$ cat src/rtl/bp_be_trace_replay_pkg.sv
// Shared types for the trace replay engine: opcodes, FSM states and the ROM entry layout.
// The entry macros are file-scope so any module can stamp out a width-specific struct.
`define DECLARE_BP_BE_TRACE_ENTRY_S(ch_width, payload_width) \
   typedef struct packed { \
      logic [3:0]               op; \
      logic [(ch_width)-1:0]    ch; \
      logic [(payload_width)-1:0] payload; \
   } bp_be_trace_entry_s

`define BP_BE_TRACE_ENTRY_WIDTH(ch_width, payload_width) (4 + (ch_width) + (payload_width))

package bp_be_trace_replay_pkg;

   typedef enum logic [3:0] {
      e_op_nop      = 4'd0,
      e_op_send     = 4'd1,
      e_op_recv     = 4'd2,
      e_op_recv_any = 4'd3,
      e_op_wait     = 4'd4,
      e_op_done     = 4'd5
   } bp_be_trace_op_e;

   typedef enum logic [1:0] {
      e_run  = 2'd0,
      e_wait = 2'd1,
      e_done = 2'd2
   } bp_be_trace_state_e;

   localparam int wait_width_gp = 16;

   // Channel field is never narrower than one bit, even for a single channel.
   function automatic int bp_be_ch_width_f(input int num_channels);
      return (num_channels > 2) ? $clog2(num_channels) : 1;
   endfunction

endpackage

$ cat src/rtl/bp_be_trace_replay_mc_if.sv
// Send (valid/yumi) and receive (valid/ready) channel bundle between the replay engine and the DUT.
interface bp_be_trace_replay_mc_if
 #(parameter int payload_width_p = 64
   ,parameter int num_channels_p  = 2);

   logic [num_channels_p-1:0]                 send_v;
   logic [payload_width_p-1:0]                send_data;
   logic [num_channels_p-1:0]                 send_yumi;
   logic [num_channels_p-1:0]                 recv_v;
   logic [num_channels_p*payload_width_p-1:0] recv_data;
   logic [num_channels_p-1:0]                 recv_ready;

   modport master (
      output send_v, send_data, recv_ready,
      input  send_yumi, recv_v, recv_data
   );

   modport slave (
      input  send_v, send_data, recv_ready,
      output send_yumi, recv_v, recv_data
   );

endinterface

$ cat src/rtl/bp_be_trace_replay_timer.sv
// Wait down-counter and watchdog stall up-counter for the trace replay FSM.
// stall_expire flags that the next stall increment reaches the timeout.
module bp_be_trace_replay_timer
   import bp_be_trace_replay_pkg::*;
 #(parameter int timeout_cycles_p = 1024)
  (input  logic                     clk_i
   ,input  logic                     reset_n_i
   ,input  logic                     wait_load
   ,input  logic [wait_width_gp-1:0] wait_k
   ,input  logic                     wait_dec
   ,output logic                     wait_last
   ,input  logic                     stall_clr
   ,input  logic                     stall_inc
   ,output logic                     stall_expire
   );

   localparam int stall_width_lp = (timeout_cycles_p < 2) ? 1 : $clog2(timeout_cycles_p);
   localparam logic [stall_width_lp-1:0] stall_max_lp =
      stall_width_lp'((timeout_cycles_p == 0) ? 0 : timeout_cycles_p - 1);
   localparam logic watchdog_en_lp = (timeout_cycles_p != 0);

   logic [wait_width_gp-1:0]  wait_cnt_r;
   logic [stall_width_lp-1:0] stall_cnt_r;

   always_ff @(posedge clk_i or negedge reset_n_i) begin
      if (!reset_n_i) begin
         wait_cnt_r  <= '0;
         stall_cnt_r <= '0;
      end else begin
         if (wait_load)
            wait_cnt_r <= wait_k;
         else if (wait_dec)
            wait_cnt_r <= wait_cnt_r - wait_width_gp'(1);

         if (stall_clr)
            stall_cnt_r <= '0;
         else if (stall_inc && watchdog_en_lp)
            stall_cnt_r <= stall_cnt_r + stall_width_lp'(1);
      end
   end

   assign wait_last    = (wait_cnt_r == wait_width_gp'(1));
   // Registered-only compare keeps the FSM free of a combinational loop through the timer.
   assign stall_expire = watchdog_en_lp && (stall_cnt_r == stall_max_lp);

endmodule

$ cat src/rtl/bp_be_trace_replay_mc.sv
// Multi-channel trace replay: walks a combinational ROM, drives valid/yumi sends and checks
// valid/ready receives on one of several channel pairs, with waits, watchdog and error count.
module bp_be_trace_replay_mc
   import bp_be_trace_replay_pkg::*;
 #(parameter int payload_width_p  = 64
   ,parameter int rom_addr_width_p = 8
   ,parameter int num_channels_p   = 2
   ,parameter int timeout_cycles_p = 1024
   ,parameter int err_cnt_width_p  = 8
   ,localparam int ch_width_lp  = bp_be_ch_width_f(num_channels_p)
   ,localparam int rom_width_lp = `BP_BE_TRACE_ENTRY_WIDTH(ch_width_lp, payload_width_p))
  (input  logic                        clk_i
   ,input  logic                        reset_n_i
   ,input  logic                        en_i
   ,output logic [rom_addr_width_p-1:0] rom_addr_o
   ,input  logic [rom_width_lp-1:0]     rom_data_i
   ,bp_be_trace_replay_mc_if.master     bus
   ,output logic                        done_o
   ,output logic                        error_o
   ,output logic                        timeout_o
   ,output logic [err_cnt_width_p-1:0]  err_cnt_o
   );

   `DECLARE_BP_BE_TRACE_ENTRY_S(ch_width_lp, payload_width_p);

   localparam logic [ch_width_lp:0] num_ch_lp = (ch_width_lp+1)'(num_channels_p);

   bp_be_trace_entry_s entry;
   assign entry = rom_data_i;

   bp_be_trace_state_e            state_r, state_n;
   logic [rom_addr_width_p-1:0]   addr_r, addr_n;

   logic                          ch_ok;
   logic [num_channels_p-1:0]     ch_onehot;
   logic [payload_width_p-1:0]    sel_data;
   logic                          sel_yumi, sel_v;
   logic                          send_act, recv_act, hs;
   logic                          advance, mismatch, term, to_set;
   logic                          wait_load, wait_dec, wait_last;
   logic                          stall_clr, stall_inc, stall_expire;
   logic [num_channels_p-1:0]     send_v, recv_ready;

   // Channel decode: one-hot select plus the matching receive lane.
   always_comb begin
      ch_onehot = '0;
      sel_data  = '0;
      for (int k = 0; k < num_channels_p; k++) begin
         if (entry.ch == ch_width_lp'(k)) begin
            ch_onehot[k] = 1'b1;
            sel_data     = bus.recv_data[k*payload_width_p +: payload_width_p];
         end
      end
   end

   assign ch_ok    = ({1'b0, entry.ch} < num_ch_lp);
   assign sel_yumi = |(ch_onehot & bus.send_yumi);
   assign sel_v    = |(ch_onehot & bus.recv_v);

   always_comb begin
      state_n   = state_r;
      addr_n    = addr_r;
      send_act  = 1'b0;
      recv_act  = 1'b0;
      advance   = 1'b0;
      mismatch  = 1'b0;
      term      = 1'b0;
      to_set    = 1'b0;
      wait_load = 1'b0;
      wait_dec  = 1'b0;
      stall_inc = 1'b0;

      // Handshake offers depend only on state and the ROM entry.
      if (state_r == e_run && ch_ok) begin
         send_act = (entry.op == e_op_send);
         recv_act = (entry.op == e_op_recv) || (entry.op == e_op_recv_any);
      end
      hs = en_i && ((send_act && sel_yumi) || (recv_act && sel_v));

      if (en_i) begin
         case (state_r)
            e_run: begin
               case (entry.op)
                  e_op_nop: advance = 1'b1;
                  e_op_send, e_op_recv, e_op_recv_any: begin
                     if (!ch_ok)
                        term = 1'b1;
                     else if (hs) begin
                        advance  = 1'b1;
                        mismatch = (entry.op == e_op_recv) && (sel_data != entry.payload);
                     end else
                        stall_inc = 1'b1;
                  end
                  e_op_wait: begin
                     if (entry.payload[wait_width_gp-1:0] == '0)
                        advance = 1'b1;
                     else begin
                        wait_load = 1'b1;
                        state_n   = e_wait;
                     end
                  end
                  e_op_done: state_n = e_done;
                  default:   term    = 1'b1;
               endcase
            end
            e_wait: begin
               if (wait_last) begin
                  advance = 1'b1;
                  state_n = e_run;
               end else
                  wait_dec = 1'b1;
            end
            default: ;
         endcase
      end

      if (advance) begin
         if (&addr_r)
            term = 1'b1;
         else
            addr_n = addr_r + rom_addr_width_p'(1);
      end

      // A handshake never raises stall_inc, so it always beats the watchdog.
      if (stall_inc && stall_expire) begin
         term   = 1'b1;
         to_set = 1'b1;
      end

      if (term)
         state_n = e_done;
   end

   assign stall_clr = hs | advance;

   bp_be_trace_replay_timer #(.timeout_cycles_p(timeout_cycles_p)) timer (
      .clk_i        (clk_i),
      .reset_n_i    (reset_n_i),
      .wait_load    (wait_load),
      .wait_k       (entry.payload[wait_width_gp-1:0]),
      .wait_dec     (wait_dec),
      .wait_last    (wait_last),
      .stall_clr    (stall_clr),
      .stall_inc    (stall_inc),
      .stall_expire (stall_expire)
   );

   always_ff @(posedge clk_i or negedge reset_n_i) begin
      if (!reset_n_i) begin
         state_r   <= e_run;
         addr_r    <= '0;
         done_o    <= 1'b0;
         error_o   <= 1'b0;
         timeout_o <= 1'b0;
         err_cnt_o <= '0;
      end else begin
         state_r   <= state_n;
         addr_r    <= addr_n;
         done_o    <= done_o | (state_n == e_done);
         error_o   <= error_o | term | mismatch;
         timeout_o <= timeout_o | to_set;
         if (mismatch && !(&err_cnt_o))
            err_cnt_o <= err_cnt_o + err_cnt_width_p'(1);
      end
   end

   // Reset gating makes the offers drop the instant reset asserts.
   assign send_v     = (reset_n_i && en_i && send_act) ? ch_onehot : '0;
   assign recv_ready = (reset_n_i && en_i && recv_act) ? ch_onehot : '0;

   assign bus.send_v     = send_v;
   assign bus.recv_ready = recv_ready;
   assign bus.send_data  = (|send_v) ? entry.payload : '0;
   assign rom_addr_o     = addr_r;

endmodule

$ cat src/flat_wrapper.sv
// flat-port wrapper written by rule: the top's interface ports become plain ports
module bp_be_trace_replay_mc_flat import bp_be_trace_replay_pkg::*;
#(parameter int payload_width_p  = 64
   ,parameter int rom_addr_width_p = 8
   ,parameter int num_channels_p   = 2
   ,parameter int timeout_cycles_p = 1024
   ,parameter int err_cnt_width_p  = 8
   ,localparam int ch_width_lp  = bp_be_ch_width_f(num_channels_p)
   ,localparam int rom_width_lp = `BP_BE_TRACE_ENTRY_WIDTH(ch_width_lp, payload_width_p))
  (clk_i, reset_n_i, en_i, rom_addr_o, rom_data_i, done_o, error_o, timeout_o, err_cnt_o, bus_send_v, bus_send_data, bus_recv_ready, bus_send_yumi, bus_recv_v, bus_recv_data);
  bp_be_trace_replay_mc_if #(.payload_width_p(payload_width_p), .num_channels_p(num_channels_p)) bus_i ();
  input  logic clk_i;
  input  logic reset_n_i;
  input  logic en_i;
  output logic [rom_addr_width_p-1:0] rom_addr_o;
  input  logic [rom_width_lp-1:0] rom_data_i;
  output logic done_o;
  output logic error_o;
  output logic timeout_o;
  output logic [err_cnt_width_p-1:0] err_cnt_o;
  output wire logic [$bits(bus_i.send_v)-1:0] bus_send_v;
  output wire logic [$bits(bus_i.send_data)-1:0] bus_send_data;
  output wire logic [$bits(bus_i.recv_ready)-1:0] bus_recv_ready;
  input wire logic [$bits(bus_i.send_yumi)-1:0] bus_send_yumi;
  input wire logic [$bits(bus_i.recv_v)-1:0] bus_recv_v;
  input wire logic [$bits(bus_i.recv_data)-1:0] bus_recv_data;
  assign bus_send_v = bus_i.send_v;
  assign bus_send_data = bus_i.send_data;
  assign bus_recv_ready = bus_i.recv_ready;
  assign bus_i.send_yumi = bus_send_yumi;
  assign bus_i.recv_v = bus_recv_v;
  assign bus_i.recv_data = bus_recv_data;
  bp_be_trace_replay_mc #(.payload_width_p(payload_width_p), .rom_addr_width_p(rom_addr_width_p), .num_channels_p(num_channels_p), .timeout_cycles_p(timeout_cycles_p), .err_cnt_width_p(err_cnt_width_p)) u_core (.clk_i(clk_i), .reset_n_i(reset_n_i), .en_i(en_i), .rom_addr_o(rom_addr_o), .rom_data_i(rom_data_i), .bus(bus_i), .done_o(done_o), .error_o(error_o), .timeout_o(timeout_o), .err_cnt_o(err_cnt_o));
endmodule
$ cat config.mk
export PLATFORM = sky130hd
export DESIGN_NAME = bp_be_trace_replay_mc_flat
export DESIGN_NICKNAME = d
export VERILOG_FILES = /design/src/rtl/bp_be_trace_replay_pkg.sv /design/src/rtl/bp_be_trace_replay_mc_if.sv /design/src/rtl/bp_be_trace_replay_timer.sv /design/src/rtl/bp_be_trace_replay_mc.sv /design/src/flat_wrapper.sv
export SDC_FILE = /design/constraint.sdc
export NUM_CORES = 1
export LEC_CHECK = 0
export CAP_MARGIN = 0
export CORE_ASPECT_RATIO = 2
export CORE_MARGIN = 5
export CORE_UTILIZATION = 38
export DETAILED_ROUTE_END_ITERATION = 7
export PLACE_DENSITY_LB_ADDON = 0.3
export SYNTH_ARGS = -nofsm -noshare
export SYNTH_HDL_FRONTEND = slang
export SYNTH_HIERARCHICAL = 1
export SYNTH_SLANG_ARGS = --single-unit
$ cat constraint.sdc
create_clock -name clk_i -period 3.2 [get_ports clk_i]
set_input_delay 0.64 -clock clk_i [delete_from_list [all_inputs] [get_ports clk_i]]
set_output_delay 0.64 -clock clk_i [all_outputs]
set_load 0.02 [all_outputs]
==> results of run 1 <==
-- cells in the final DEF, fill, tap and decap left out, types with 11 or more instances in the layout --
cell,count
xor2_1,14
clkdlybuf4s50_1,220
or4_1,11
dlygate4sd2_1,40
nand2_1,14
nor4_1,23
dfrtp_1,47
clkdlybuf4s15_1,23
o21ai_0,11
buf_4,50
nor2_1,19
xnor2_1,71
mux2i_1,66
inv_1,12
and2_1,67
-- stage by stage --
stage	total power, mW	hold slack [ns]
floorplan	1.412	0.3444
global placement	1.917	0.4656
detailed placement	1.968	0.4609
CTS	2.670	0.4841
global route	2.847	0.5090
finish	2.722	0.4819
-- cell usage after synthesis, types with 7 or more instances --
cell type	instances
xnor2_1	71
and2_1	67
mux2i_1	66
dfrtp_1	47
nor4_1	23
nor2_1	19
clkbuf_1	15
nand2_1	14
xor2_1	14
or4_1	13
inv_1	12
o21ai_0	11
nand3_1	10
a21oi_1	9
nor3_1	8
nand4_1	7
or3_1	7
-- flip-flops by register name (all words and copies together) (netlist names) --
name / count
u_core/timer/wait_cnt_r: 16
u_core/timer/stall_cnt_r: 10
u_core/err_cnt_o: 8
u_core/rom_addr_o: 8
u_core/state_r: 2
u_core/done_o: 1
u_core/error_o: 1
u_core/timeout_o: 1
-- layout make-up --
cell class,count,share of cell area
Multi-Input combinational cell,423,0.3963
Clock inverter,3,0.008362
Clock buffer,5,0.01548
Tap cell,145,0.02245
Timing Repair Buffer,342,0.4057
Inverter,12,0.005574
Sequential cell,47,0.1456
Antenna cell,2,0.0006194
-- timing repair --
action / CTS / global route
pin swaps: 0 / 6
resized for setup: 66 / 34
buffers inserted: 0 / 4
setup endpoints to repair: 67 / 30
-- worst max-delay path, cell delays in order (launching register included) --
cell      delay [ns]
dfrtp_1         0.40
or4_4           0.55
or4b_4          0.51
nor3_4          0.24
inv_1           0.08
a221o_1         0.34
inv_1           0.08
o211ai_1        0.20
or4_4           0.59
a21oi_2         0.14
-- per-layer routing --
layer,wire [um],up-vias,part of all wire
li1,-,2466,-
met1,7031,2489,0.33
met2,11320,280,0.54
met3,2115,39,0.10
met4,558,0,0.027
met5,0,-,0
-- worst paths after layout --
check / end / startpoint / slack [ns] / cells after the start
max: u_core/timer/stall_cnt_r[7] / u_core/timer/wait_cnt_r[13] / 0.004 / 9
min: u_core/timeout_o / u_core/timeout_o / 0.48 / 1
max reg2reg: u_core/timer/stall_cnt_r[7] / u_core/timer/wait_cnt_r[13] / 0.004 / 9
min reg2reg: u_core/timeout_o / u_core/timeout_o / 0.48 / 1
max in group asynchronous: u_core/err_cnt_o[4] / reset_n_i / 2.24 / 2
min in group asynchronous: u_core/state_r[0] / reset_n_i / 0.55 / 2
-- cell families (layout without fill, tap and decap cells) --
| kind of cell | after synthesis | after routing |
|---|---|---|
| flops | 47 | 47 |
| buf+inv | 40 | 362 |
| other cells | 0 | 2 |
| mux | 71 | 71 |
| fa+ha+maj | 5 | 5 |
| xor+xnor | 85 | 85 |
| compound gates | 53 | 53 |
| simple gates | 209 | 209 |
-- where the power goes --
group	switching (mW)	internal [mW]
combinational	0.512	0.649
sequential	0.161	0.709
clock	0.242	0.448
total	0.915	1.81
==> key figures, run 1 <==
Cells and area
  – Reg area: around 1200 sq um
  – Multi-input gate area: ~3200 sq um
  – Final Non-Filler Cells: about 980
  – Final Cell Area: approximately 8000 sq um
  – Layout Nets: approximately 1000
  – Util after Layout: 0.6864
  – Share of cells above drive strength 1: 0.1082
  – Fill cell count: around 970
  – Post-synthesis to final-layout area growth: 77.27%

Die
  – Core Area: between 10000 and 15000 sq um
  – Die area: roughly 14000 sq um
  – Site Rows: 56
  – Die X: between 80 and 90 um
  – Die span in y: approximately 160 um
  – Ports: about 290
  – Initial Util: 0.3872

Synthesis
  – Number of synthesized register bits: 47
  – Area contributors post-synth: dfrtp_1 (26%), mux2i_1 (14%), xnor2_1 (14%)
  – Main flop type after synthesis: dfrtp_1
  – Syn Nets: 719
  – Leading area contributor after synthesis: dfrtp_1
  – Mux contribution to synthesized area: 0.1589
  – Largest family of logic cells by synthesized area: simple AND/OR/NAND/NOR gates
  – Synth warn: 6
  – Post-Synth XOR/XNOR Area: 0.1633
  – Area fraction in compound gates after synthesis: 0.08015
  – Post-synth ARST share: 1.000
  – Mapped Area: ~4600 sq um
  – Mean Syn Cell Area: between 8 and 9 sq um
  – Post-synth EDFFs: 0
  – Sequential fraction of the synthesis area: 0.2580
  – Simple-Gate Fraction of Synth Area: 0.2803
  – Synth unique cells: 52
  – Cells after Synth: 510
  – Post-synthesis adder-cell area fraction: 0.01372
  – Top cell type's share of synthesized area: 0.2580

Place
  – Final HPWL DP: roughly 18000 um
  – Final GP Congestion: 0.9316
  – Placed cells: roughly 970
  – Placement Cell Area: just under 8000 sq um
  – Setup slack at placement: -0.1746 ns
  – Number of port buffers: 290

Detailed routing
  – DR pass1 iterations: 5
  – DR DRC count: 0
  – Routed vias/inst: about 5.4
  – Wire per inst: approximately 21 um
  – ANT nets after route: 0
  – DR vias: roughly 5300
  – Total Wirelength: approximately 21000 um
  – Starting DRT DRC Count: around 190

Timing
  – Final max-slew violation count: 0
  – Final Hold Fails: 0
  – Worst setup margin: roughly 0.0043 ns
  – Fmax: 312.9 MHz
  – Setup TNS Final: 0 ns
  – Max Clock Skew: approximately 0.0047 ns
  – Relative slew margins: 0.5945
  – Final worst path period need: between 3 and 4 ns
  – RSZ-0062 raised after global routing: true
  – Final Cycle Share: 0.9987
  – Worst-margin pin slew: about 0.61 ns
  – Setup violators final: 0

Global routing
  – First-pass GRT wire length: about 30000 um
  – Antenna violations before repair: 1
  – Met2 usage: 0.5179
  – Grt ovf: 0
  – Met3 Resource Use GR: 0.06890
  – Grt met1 use: 0.2907
  – Vias in the first global route: 5500
  – Largest net degree at the start of global routing: 48
  – All-Layer GR Usage: 0.2750
  – Busiest grt layer: met2

Outcome
  – Outcome: complete, no violations

Clock tree
  – CTS H-Tree Depth: 2
  – Post-cts hold buffer count: 0
  – CTS max path bufs: 2
  – Clock buffer count from CTS: 5
  – Clk slew on worst S/H paths: 0.07 ns
  – Clock Latency Late Sink: 0.29 ns
  – CTS tree: built
  – CTS Sinks: 47
  – Clk root buf: clkbuf_16

Worst hold path
  – HP Class: flop to flop

Setup path
  – Setup crit start kind: flop
  – WP data required: between 3 and 4 ns
  – Kind of critical path: flop to flop
  – Worst Path Max Fanout: 6
  – Crit. End Element: flop
  – Worst EP arrival: approximately 3.4 ns

Power
  – Leakage: between 3 and 4 nW
  – Max VDD drop: roughly 0.41 mV
  – Power Density: approximately 340 nW/um^2

Run
  – # Max-Cap Violations: 0
No activity file was read; power rests on OpenSTA's default activity.
==> inputs of run 2 (changes only) <==
--- a/config.mk
+++ b/config.mk
@@ -10,6 +10,7 @@
 export CORE_MARGIN = 5
 export CORE_UTILIZATION = 38
 export DETAILED_ROUTE_END_ITERATION = 7
+export MAX_ROUTING_LAYER = met4
 export PLACE_DENSITY_LB_ADDON = 0.3
 export SYNTH_ARGS = -nofsm -noshare
 export SYNTH_HDL_FRONTEND = slang
==> run 2 against run 1 <==
Against the previous run:
- die area unchanged
- maximum frequency grew 3.5%
- critical path type unchanged
- cell area fell by 0.60%
==> key figures, run 2 (synthesis results as in run 1) <==
Outcome
  – Outcome: complete, no violations

Timing
  – RSZ-0062 raised after global routing: false
  – Max Clock Skew: roughly 0.0042 ns
  – Fmax: ~320 MHz
  – Final Hold Fails: 0
  – Final Cycle Share: 0.9650
  – Hold Slack: approximately 0.48 ns
  – Final max-slew violation count: 0
  – Relative slew margins: 0.5808
  – Setup TNS Final: 0 ns
  – Worst-margin pin slew: 0.6201 ns
  – Setup violators final: 0
  – Final worst path period need: slightly above 3 ns

Power
  – Reg power frac: 0.333
  – Switching Fraction: 0.3380
  – Power Density: between 300 and 400 nW/um^2
  – Leakage: 3.705 nW
  – Comb power frac: 0.437
  – Power after layout: 2.598 mW
  – Pint: around 1.7 mW
  – Max VDD drop: just under 0.4 mV
  – Psw: a little under 0.9 mW
  – Clock Power Share: 0.230

Setup path
  – WP data required: about 3.4 ns
  – Slowest CP cell: or4_4
  – Critical path's top delay family: simple AND/OR/NAND/NOR gates
  – Setup crit start kind: flop
  – Slowest stage delay, CP: 0.56 ns
  – Kind of critical path: flop to flop
  – Depth of the worst register-to-register path: 9
  – Worst EP arrival: ~3.3 ns
  – CP Buf/Inv Count: 2
  – Most frequent cell on the critical path: inv_1
  – Crit. End Element: flop
  – Worst Path Max Fanout: 6
  – Cells along the critical path: or4_4, or4b_4, nor3_4, inv_1, a221o_1, inv_1, o211ai_1, or4_1, a21oi_1
  – WP depth: 9

Clock tree
  – CTS max path bufs: 2
  – Clock buffer count from CTS: 5
  – CTS tree: built
  – CTS H-Tree Depth: 2
  – Clock Latency Late Sink: between 0.2 and 0.3 ns
  – Post-cts hold buffer count: 0
  – CTS Sinks: 47
  – Clk root buf: clkbuf_16
  – Clk slew on worst S/H paths: about 0.06 ns

Cells and area
  – Share of cells above drive strength 1: 0.1001
  – Layout Nets: between 1000 and 1500
  – Util after Layout: 0.6823
  – Largest Register: u_core/timer/wait_cnt_r
  – Commonest non-fill, non-tap cell in the layout: clkdlybuf4s50_1
  – Post-synthesis to final-layout area growth: 76.20%
  – Largest regs: u_core/timer/wait_cnt_r x16, u_core/timer/stall_cnt_r x10
  – Largest register FFs: 16
  – Final Non-Filler Cells: 978
  – Fill cell count: roughly 1000
  – Commonest non-fill, non-tap cells in the layout: clkdlybuf4s50_1 (220), xnor2_1 (71), and2_1 (67), mux2i_1 (66), dlygate4sd2_1 (63)

Detailed routing
  – Total Wirelength: roughly 21000 um
  – Wire per inst: 21.24 um
  – Starting DRT DRC Count: about 200
  – DR pass1 iterations: 5
  – Routed vias/inst: between 5 and 6
  – DR vias: approximately 5300
  – ANT nets after route: 0
  – DR DRC count: 0

Place
  – Placed cells: about 970
  – Final HPWL DP: 17890 um
  – Final GP Congestion: around 0.92
  – Number of port buffers: between 200 and 300

Die
  – Die span in y: approximately 160 um
  – Die X: between 80 and 90 um
  – Ports: just under 300
  – Initial Util: 0.3872
  – Die area: ~14000 sq um
  – Site Rows: 56
  – Core Area: about 12000 sq um

Global routing
  – Antenna violations before repair: 3
  – Met2 usage: 0.5000
  – First-pass GRT wire length: 29870 um
  – Vias in the first global route: roughly 5500
  – Grt ovf: 0
  – All-Layer GR Usage: 0.2817
  – Grt met1 use: 0.2947
  – Met3 Resource Use GR: 0.06041
  – Largest net degree at the start of global routing: 48
  – Busiest grt layer: met2

Worst hold path
  – Cell count of the worst hold path: 1
  – HP Class: flop to flop

Run
  – # Max-Cap Violations: 0
-- run 2: power groups by stage --
stage                     sequential [mW]  clock [mW]  combinational (mW)
final                               0.866       0.597                1.14
after global routing                0.885       0.634                1.22
after CTS                           0.856       0.612                1.11
after detailed placement            0.866           0                1.10
after global placement              0.856           0                1.07
after floorplan                     0.844           0               0.568
-- run 2: routing by layer --
layer  part of all wire  vias to the layer above
li1                   -                     2465
met1               0.35                     2502
met2               0.53                      272
met3              0.087                       44
met4              0.034                        0
met5                  0                        -
-- run 2: stage by stage --
stage	area (sq um)	setup WS, ns
floorplan	4558	0.3233
global placement	7901	-0.1151
detailed placement	7901	-0.1885
CTS	7999	0.05008
global route	8029	0.002557
finish	8031	0.1121
-- run 2: cell type report --
type | count | area, sq um | area share
clock buffers | 5 | 125.1 | 0.01558
diodes | 4 | 10.01 | 0.001246
inverters | 12 | 45.04 | 0.005608
clock inverters | 3 | 43.79 | 0.005453
multi-input cells | 423 | 3198 | 0.3982
flip-flops and latches | 47 | 1176 | 0.1464
well taps | 145 | 181.4 | 0.02259
repair buffers | 339 | 3252 | 0.4049
-- run 2: path summary, 6_finish.rpt --
check	end	startpoint	slack, ns
setup / recovery	u_core/timer/stall_cnt_r[7]	u_core/timer/wait_cnt_r[10]	0.11
hold / removal	u_core/timeout_o	u_core/timeout_o	0.48
setup reg to reg	u_core/timer/stall_cnt_r[7]	u_core/timer/wait_cnt_r[10]	0.11
hold reg to reg	u_core/timeout_o	u_core/timeout_o	0.48
max in group asynchronous	u_core/timer/wait_cnt_r[7]	reset_n_i	2.24
min in group asynchronous	u_core/err_cnt_o[7]	reset_n_i	0.57
-- run 2: repair_timing --
action                     4_1_cts  5_1_grt
setup endpoints to repair       66        7
pin swaps                        0        1
buffers inserted                 0        0
gates resized for setup         66        7
==> inputs of run 3 (changes only) <==
--- a/config.mk
+++ b/config.mk
@@ -9,9 +9,11 @@
 export CORE_ASPECT_RATIO = 2
 export CORE_MARGIN = 5
 export CORE_UTILIZATION = 38
+export CTS_CLUSTER_DIAMETER = 60
 export DETAILED_ROUTE_END_ITERATION = 7
 export MAX_ROUTING_LAYER = met4
 export PLACE_DENSITY_LB_ADDON = 0.3
+export SKIP_CTS_REPAIR_TIMING = 1
 export SYNTH_ARGS = -nofsm -noshare
 export SYNTH_HDL_FRONTEND = slang
 export SYNTH_HIERARCHICAL = 1
==> run 3 against run 2 <==
Against the previous run:
- flip-flop and latch count is the same
- sequential share of layout area shrank 0.41 points
- critical path depth is the same
- cell area grew 3.0%
- largest cell class unchanged
- via count is essentially flat
- total power grew 0.43%
- critical path type unchanged
- non-clock buffer count is the same
- largest power group unchanged
- critical endpoint unchanged
- clock power is essentially flat
==> key figures, run 3 (synthesis results as in run 1) <==
Global routing
  – Grt ovf: 0
  – First-pass GRT wire length: approximately 30000 um
  – Antenna violations before repair: 3
  – All-Layer GR Usage: 0.2816
  – Vias in the first global route: approximately 5400
  – Largest net degree at the start of global routing: 48

Setup path
  – Setup crit start kind: flop
  – Worst EP arrival: ~3.3 ns
  – Most frequent cell on the critical path: inv_1
  – R2R Path Start: u_core/timer/wait_cnt_r[10]
  – Reg2reg setup slack: roughly 0.12 ns
  – CP Buf/Inv Count: 2
  – Kind of critical path: flop to flop
  – Crit. End Element: flop
  – R2R Path End: u_core/timer/stall_cnt_r[7]
  – Depth of the worst register-to-register path: 9
  – Slowest CP cell: or4_4
  – Critical path's top delay family: simple AND/OR/NAND/NOR gates
  – Worst Path Max Fanout: 6
  – Slowest stage delay, CP: 0.55 ns
  – WP data required: 3.42 ns
  – Cells along the critical path: or4_4, or4b_4, nor3_4, inv_1, a221o_1, inv_1, o211ai_1, or4_1, a21oi_1

Clock tree
  – CTS max path bufs: 2
  – Clk root buf: clkbuf_16
  – Clock buffer count from CTS: 5
  – Clock Latency Late Sink: around 0.29 ns
  – CTS Sinks: 47
  – Clk slew on worst S/H paths: roughly 0.060 ns
  – CTS tree: built
  – CTS H-Tree Depth: 2

Worst hold path
  – Cell count of the worst hold path: 1
  – HP Class: flop to flop
  – HP Start: u_core/timeout_o
  – Worst hold endpoint: u_core/timeout_o

Die
  – Core Area: 11770 sq um
  – Initial Util: 0.3872
  – Site Rows: 56
  – Die X: 87.45 um
  – Die area: 14420 sq um
  – Die span in y: between 150 and 200 um
  – Ports: 291

Timing
  – Worst-margin pin slew: 0.6219 ns
  – RSZ-0062 raised after global routing: false
  – Fmax: approximately 320 MHz
  – Final Cycle Share: 0.9616
  – Final worst path period need: roughly 3.1 ns
  – Relative slew margins: 0.5795
  – Setup TNS Final: 0 ns
  – Final max-slew violation count: 0
  – Hold Slack: ~0.48 ns
  – Setup violators final: 0
  – Max Clock Skew: 0.003635 ns
  – Final Hold Fails: 0

Cells and area
  – Post-synthesis to final-layout area growth: 81.47%
  – Largest register FFs: 16
  – Layout Nets: 1037
  – Fill cell count: about 960
  – Share of cells above drive strength 1: 0.1013
  – Largest Register: u_core/timer/wait_cnt_r
  – Commonest non-fill, non-tap cell in the layout: clkdlybuf4s50_1
  – Commonest non-fill, non-tap cells in the layout: clkdlybuf4s50_1 (220), xnor2_1 (71), dlymetal6s2s_1 (67), and2_1 (67), mux2i_1 (66)
  – Util after Layout: 0.7027
  – Final Cell Area: 8272 sq um
  – Largest regs: u_core/timer/wait_cnt_r x16, u_core/timer/stall_cnt_r x10

Detailed routing
  – Wire per inst: 21.85 um
  – DR DRC count: 0
  – DR pass1 iterations: 5
  – DR vias: 5284
  – ANT nets after route: 0
  – Total Wirelength: roughly 21000 um
  – Starting DRT DRC Count: between 200 and 250
  – Routed vias/inst: roughly 5.4

Power
  – Max VDD drop: between 0.3 and 0.4 mV
  – Pint: between 1.5 and 2 mW
  – Switching Fraction: 0.3399
  – Leakage: between 4 and 5 nW
  – Clock Power Share: 0.229
  – Reg power frac: 0.332
  – Comb power frac: 0.439
  – Power Density: 315.5 nW/um^2
  – Psw: between 0.8 and 0.9 mW

Place
  – Number of port buffers: just under 300
  – Placement Cell Area: a little under 8000 sq um
  – Final GP Congestion: around 0.92
  – Final HPWL DP: 17890 um

Run
  – # Max-Cap Violations: 0

Outcome
  – Outcome: complete, no violations
-- run 3: cell types whose count changed in the layout (fill, tap and decap cells not counted), sizes merged --
cell,delta
dlymetal6s2s,+64
dlygate4sd2,-63
clkdlybuf4s15,-1
-- run 3: metal layers --
metal | global-route usage | part of all wire
met5 | - | 0
met4 | 0.1180 | 0.034
met3 | 0.05941 | 0.084
met2 | 0.5014 | 0.53
met1 | 0.2937 | 0.35
-- run 3: power groups by stage --
stage	clock [mW]	combinational, mW	sequential, mW
after floorplan	0	0.568	0.844
after global placement	0	1.07	0.856
after detailed placement	0	1.10	0.866
after CTS	0.612	1.11	0.856
after global routing	0.634	1.22	0.886
final	0.598	1.15	0.866
-- run 3: per-stage QoR --
stage | setup slack, ns | total power, mW | instances
floorplan | 0.3233 | 1.412 | 510
detailed placement | -0.1885 | 1.969 | 966
global placement | -0.1151 | 1.922 | 966
finish | 0.1229 | 2.609 | 978
CTS | -0.1971 | 2.578 | 974
global route | 0.01154 | 2.743 | 977
-- run 3: layout make-up --
cell class                      count  area [sq um]  area share
Inverter                           12         45.04    0.005445
Clock buffer                        5         125.1     0.01513
Tap cell                          145         181.4     0.02193
Clock inverter                      3         43.79    0.005294
Timing Repair Buffer              339          3491      0.4220
Multi-Input combinational cell    423          3198      0.3866
Antenna cell                        4         10.01    0.001210
Sequential cell                    47          1177      0.1423
-- run 3: how the worst max path moves through the flow --
stage | from | end | slack (ns) | cells past startpoint
5_1_grt | u_core/timer/wait_cnt_r[10] | u_core/timer/stall_cnt_r[9] | 0.01 | 9
6_report | u_core/timer/wait_cnt_r[10] | u_core/timer/stall_cnt_r[7] | 0.12 | 9
2_1_floorplan | u_core/timer/wait_cnt_r[10] | u_core/timer/stall_cnt_r[7] | 0.32 | 9
4_1_cts | en_i | bus_send_data[23] | -0.20 | 7
3_5_place_dp | en_i | bus_send_data[23] | -0.19 | 7
3_3_place_gp | en_i | bus_send_data[58] | -0.12 | 7
